--- src/rtl/hit_event_logger.sv ---
// Counts rising edges of the pattern hit, keeps a BCD tally with overflow,
// timestamps the latest event and stretches it into an LED pulse.
module hit_event_logger #(
    parameter int STRETCH_CYCLES = 12_500_000,
    parameter int STRETCH_W      = 24,
    parameter int TS_W           = 16
) (
    input  logic            clk,
    input  logic            rst_n,
    input  logic            hit,
    input  logic            clear,
    output logic            event_pulse,
    output logic [7:0]      hit_count_bcd,
    output logic            overflow,
    output logic [TS_W-1:0] last_ts,
    output logic            led
);

    localparam logic [0:0] IDLE = 1'b0;
    localparam logic [0:0] ON   = 1'b1;

    localparam logic [STRETCH_W-1:0] LOAD = STRETCH_W'(STRETCH_CYCLES - 1);
    localparam logic [STRETCH_W-1:0] S_ONE = STRETCH_W'(1);
    localparam logic [TS_W-1:0]      TS_ONE = TS_W'(1);

    logic                 hit_d;
    logic                 ev;
    logic [3:0]           units;
    logic [3:0]           tens;
    logic [TS_W-1:0]      ts;
    logic [0:0]           state;
    logic [STRETCH_W-1:0] stretch_cnt;

    assign ev            = hit & ~hit_d;
    assign hit_count_bcd = {tens, units};
    assign led           = (state == ON);

    always_ff @(posedge clk or negedge rst_n) begin
        if (!rst_n) begin
            hit_d       <= 1'b0;
            event_pulse <= 1'b0;
            units       <= 4'd0;
            tens        <= 4'd0;
            overflow    <= 1'b0;
            ts          <= '0;
            last_ts     <= '0;
        end else begin
            // edge history tracks hit even while clear drops the event
            hit_d <= hit;
            if (clear) begin
                event_pulse <= 1'b0;
                units       <= 4'd0;
                tens        <= 4'd0;
                overflow    <= 1'b0;
                ts          <= '0;
                last_ts     <= '0;
            end else begin
                ts          <= ts + TS_ONE;
                event_pulse <= ev;
                if (ev) begin
                    last_ts <= ts;
                    if (units == 4'd9) begin
                        units <= 4'd0;
                        if (tens == 4'd9) begin
                            tens     <= 4'd0;
                            overflow <= 1'b1;
                        end else begin
                            tens <= tens + 4'd1;
                        end
                    end else begin
                        units <= units + 4'd1;
                    end
                end
            end
        end
    end

    always_ff @(posedge clk or negedge rst_n) begin
        if (!rst_n) begin
            state       <= IDLE;
            stretch_cnt <= '0;
        end else if (clear) begin
            state       <= IDLE;
            stretch_cnt <= '0;
        end else if (state == IDLE) begin
            if (ev) begin
                state       <= ON;
                stretch_cnt <= LOAD;
            end
        end else begin
            // retrigger restarts the full on-time
            if (ev) begin
                stretch_cnt <= LOAD;
            end else if (stretch_cnt == '0) begin
                state <= IDLE;
            end else begin
                stretch_cnt <= stretch_cnt - S_ONE;
            end
        end
    end

endmodule
--- config.mk ---
export PLATFORM = sky130hd
export DESIGN_NAME = hit_event_logger
export DESIGN_NICKNAME = d
export VERILOG_FILES = /design/src/rtl/hit_event_logger.sv
export SDC_FILE = /design/constraint.sdc
export NUM_CORES = 1
export LEC_CHECK = 0
export CELL_PAD_IN_SITES_DETAIL_PLACEMENT = 1
export CELL_PAD_IN_SITES_GLOBAL_PLACEMENT = 1
export CORE_MARGIN = 2
export CORE_UTILIZATION = 48
export DETAILED_ROUTE_END_ITERATION = 10
export GPL_TIMING_DRIVEN = 1
export PLACE_DENSITY_LB_ADDON = 0.2
export REMOVE_ABC_BUFFERS = 1
export SLEW_MARGIN = 20
export SYNTH_ARGS = -nofsm -noshare
export SYNTH_HDL_FRONTEND = slang
export SYNTH_SLANG_ARGS = --single-unit
--- constraint.sdc ---
create_clock -name clk -period 5.2 [get_ports clk]
set_clock_uncertainty 0.2 [all_clocks]
set_input_delay 1.04 -clock clk [delete_from_list [all_inputs] [get_ports clk]]
set_output_delay 1.04 -clock clk [all_outputs]
set_load 0.01 [all_outputs]
==> qor.csv <==
metric;value;unit
status;completed;
p_int;0.000790;W
cts_buffers;9;
dpl.hpwl;5.21;mm
drive_gt1_share;9.73;%
slew_violations;0;
critPathKind;in2reg;
leakage;1.57;nW
fmax;349;MHz
synth.distinct_cells;52;
slew-limit-headroom;36.9;%
cap_violations;0;
synth_most_common_cell;dfrtp_1;
clk_path_buf_depth;2;
switching_share;29.8;%
synth_cells;337;
critPathBufInv;1;
slowest_delay;550;ps
switching_power;0.000336;W
synth_top_cell_by_area;dfrtp_1;
whs;289;ps
htree_levels;3;
postCtsSetupRepairBufs;0;
hold_viol;0;
seq_area_frac_synth;51.0;%
hp-class;reg2reg;
syn_to_final_growth;14.8;%
drt_iter0_markers;158;
viasPerCell;5.85;
holdBufCountCts;0;
post-route-drc-count;0;
p_comb_share;13.3;%
finalSetupViolations;0;
dr.pass1.iters;4;
syn_area;0.00333;mm²
grt_max_degree;43;
avgRoutedWirePerCell;17.4;µm
layout.nets;376;
period_needed;2870;ps
final-seq-area;0.00170;mm²
synth_common_cells;68 x dfrtp_1, 47 x nand2_1, 32 x a21oi_1, 26 x nor2_1, 13 x nor3_1;
cts-root-buf;clkbuf_8;
rows;30;
finalWeightedCongestion;0.727;
slowest_stage;nor3_1;
cts_sinks;68;
post_cts_resized;0;
ios;31;
core_area;0.00676;mm²
crit_arrival;2930;ps
grtUsageTotal;22.6;%
power.share.clock;35.6;%
path_cells;clkdlybuf4s50_1 -> nand2b_1 -> nor3_1 -> nor2_1 -> or2_2 -> o31ai_1;
antenna_cells;0;
post-route-util;56.7;%
ys.flop_type;dfrtp_1;
synthTopCellsByArea;dfrtp_1 51%, nand2_1 5.3%, a21oi_1 4.8%, nor2_1 2.9%, xor2_1 2.9%;
p_seq_share;51.1;%
grt_pass1_vias;2724;
vdd_ir_drop_max;0.000161;V
wl;7.82;mm
worstMarginPinSlew;947;ps
ys_async_sr_fraction;100;%
start_util;49.4;%
cts_tree;done;
yosysWarnings;0;
fin_crit_sh;55.1;%
synth-edff-count;0;
ant_nets;0;
rsz0062_at_grt;no;
path_clk_slew;80;ps
insertion_delay;350;ps
p_per_area;294;mW/mm²
synth.avg_cell_area;9.89;µm²
grt_pass1_wl;13.4;mm
crit_fanout;5;
synth_top_area_share;51.0;%
die_w;87.3;µm
multi_input_area;0.00151;mm²
cp.required;5260;ps
vias;2634;
fill_cells;771;
cp_top_family;simple AND/OR/NAND/NOR gates;
synth_seq_cells;68;
end_kind;flop;
overflow;0;
antenna_found_initial;0;
start_kind;input port;
die_area;0.00763;mm²
setup_tns;0;ps
port-buffer-count;30;
die_h;87.3;µm
-- cells in the final DEF, fill, tap and decap left out, types with 3 or more instances in the layout --
master,Yosys,final
a21oi_1,32,32
a31oi_1,9,9
and3_1,3,3
buf_4,0,3
clkbuf_8,1,10
clkdlybuf4s50_1,0,28
clkinv_2,0,3
dfrtp_1,68,68
ha_1,7,7
inv_1,7,7
nand2_1,47,47
nand3_1,9,9
nand4_1,4,4
nor2_1,26,26
nor3_1,13,13
o21ai_0,9,9
o31ai_1,12,12
or3_1,11,11
or4_1,11,11
xnor2_1,7,7
xor2_1,11,11
-- logic make-up (layout without fill, tap and decap cells) --
| logic type | after synthesis | count (layout) | share of synthesized area (%) |
|---|---|---|---|
| and+or+nand+nor | 147 | 147 | 24.1 |
| DFF | 68 | 68 | 51.0 |
| xor gates and xnor gates | 18 | 18 | 4.73 |
| adders and majority gates | 7 | 7 | 2.63 |
| buffers and inverters | 23 | 56 | 3.71 |
| AOI/OAI and AO/OA | 74 | 74 | 13.8 |
-- registers in the layout, summed over array words and instances, names as in the netlist --
register	cells
tens	4
last_ts	16
overflow	1
led	1
units	4
stretch_cnt	24
ts	16
event_pulse	1
hit_d	1
-- power by group through the flow --
stage	clock (W)	sequential, W	combinational [W]
6_report	0.000401	0.000576	0.000149
5_1_grt	0.000431	0.000579	0.000169
4_1_cts	0.000408	0.000576	0.000152
3_5_place_dp	0	0.000586	0.000151
3_3_place_gp	0	0.000584	0.000146
2_1_floorplan	0	0.000581	0.0000918
-- final timing paths --
check / start / to / slack (ps) / cells past startpoint
worst max-delay path: hit / tens[3]$_DFFE_PN0P_ / 2330 / 6
worst min-delay path: ts[0]$_DFF_PN0_ / ts[0]$_DFF_PN0_ / 290 / 1
worst max register to register: stretch_cnt[1]$_DFFE_PN0P_ / stretch_cnt[20]$_DFFE_PN0P_ / 2630 / 6
worst min register to register: ts[0]$_DFF_PN0_ / ts[0]$_DFF_PN0_ / 290 / 1
max in group asynchronous: rst_n / stretch_cnt[20]$_DFFE_PN0P_ / 3250 / 2
min in group asynchronous: rst_n / stretch_cnt[8]$_DFFE_PN0P_ / 640 / 1
-- per-layer routing --
metal	track usage, %	routed length [µm]	vias to the layer above	part of all wire (%)
met5	0	0	-	0
met4	8.81	103	0	1.3
met3	3.98	175	8	2.2
met2	34.7	3700	36	47
met1	31.7	3840	1325	49
li1	-	-	1265	-
-- stage by stage --
step                std cells  setup WS, ps  cell area [µm²]  total power, W
finish                    450          2330             3830         0.00113
global route              450          2230             3830         0.00118
CTS                       450          2330             3830         0.00114
detailed placement        434          1980             3650        0.000737
global placement          434          2040             3650        0.000730
floorplan                 321          2210             3240        0.000673
-- area by class of cell --
class                   count  area share (%)
flip-flops and latches     68            44.4
clock inverters             6            1.01
repair buffers             33            8.17
inverters                   7           0.686
clock buffers              10            3.59
multi-input cells         246            39.5
well taps                  80            2.61
-- worst register-to-register path: stages (launching register included) --
cell	delay (ps)
dfrtp_1	420
inv_1	120
ha_1	240
nor4b_2	450
nand4_1	280
or4_2	590
a31oi_1	180
No activity file was read; power rests on OpenSTA's default activity.
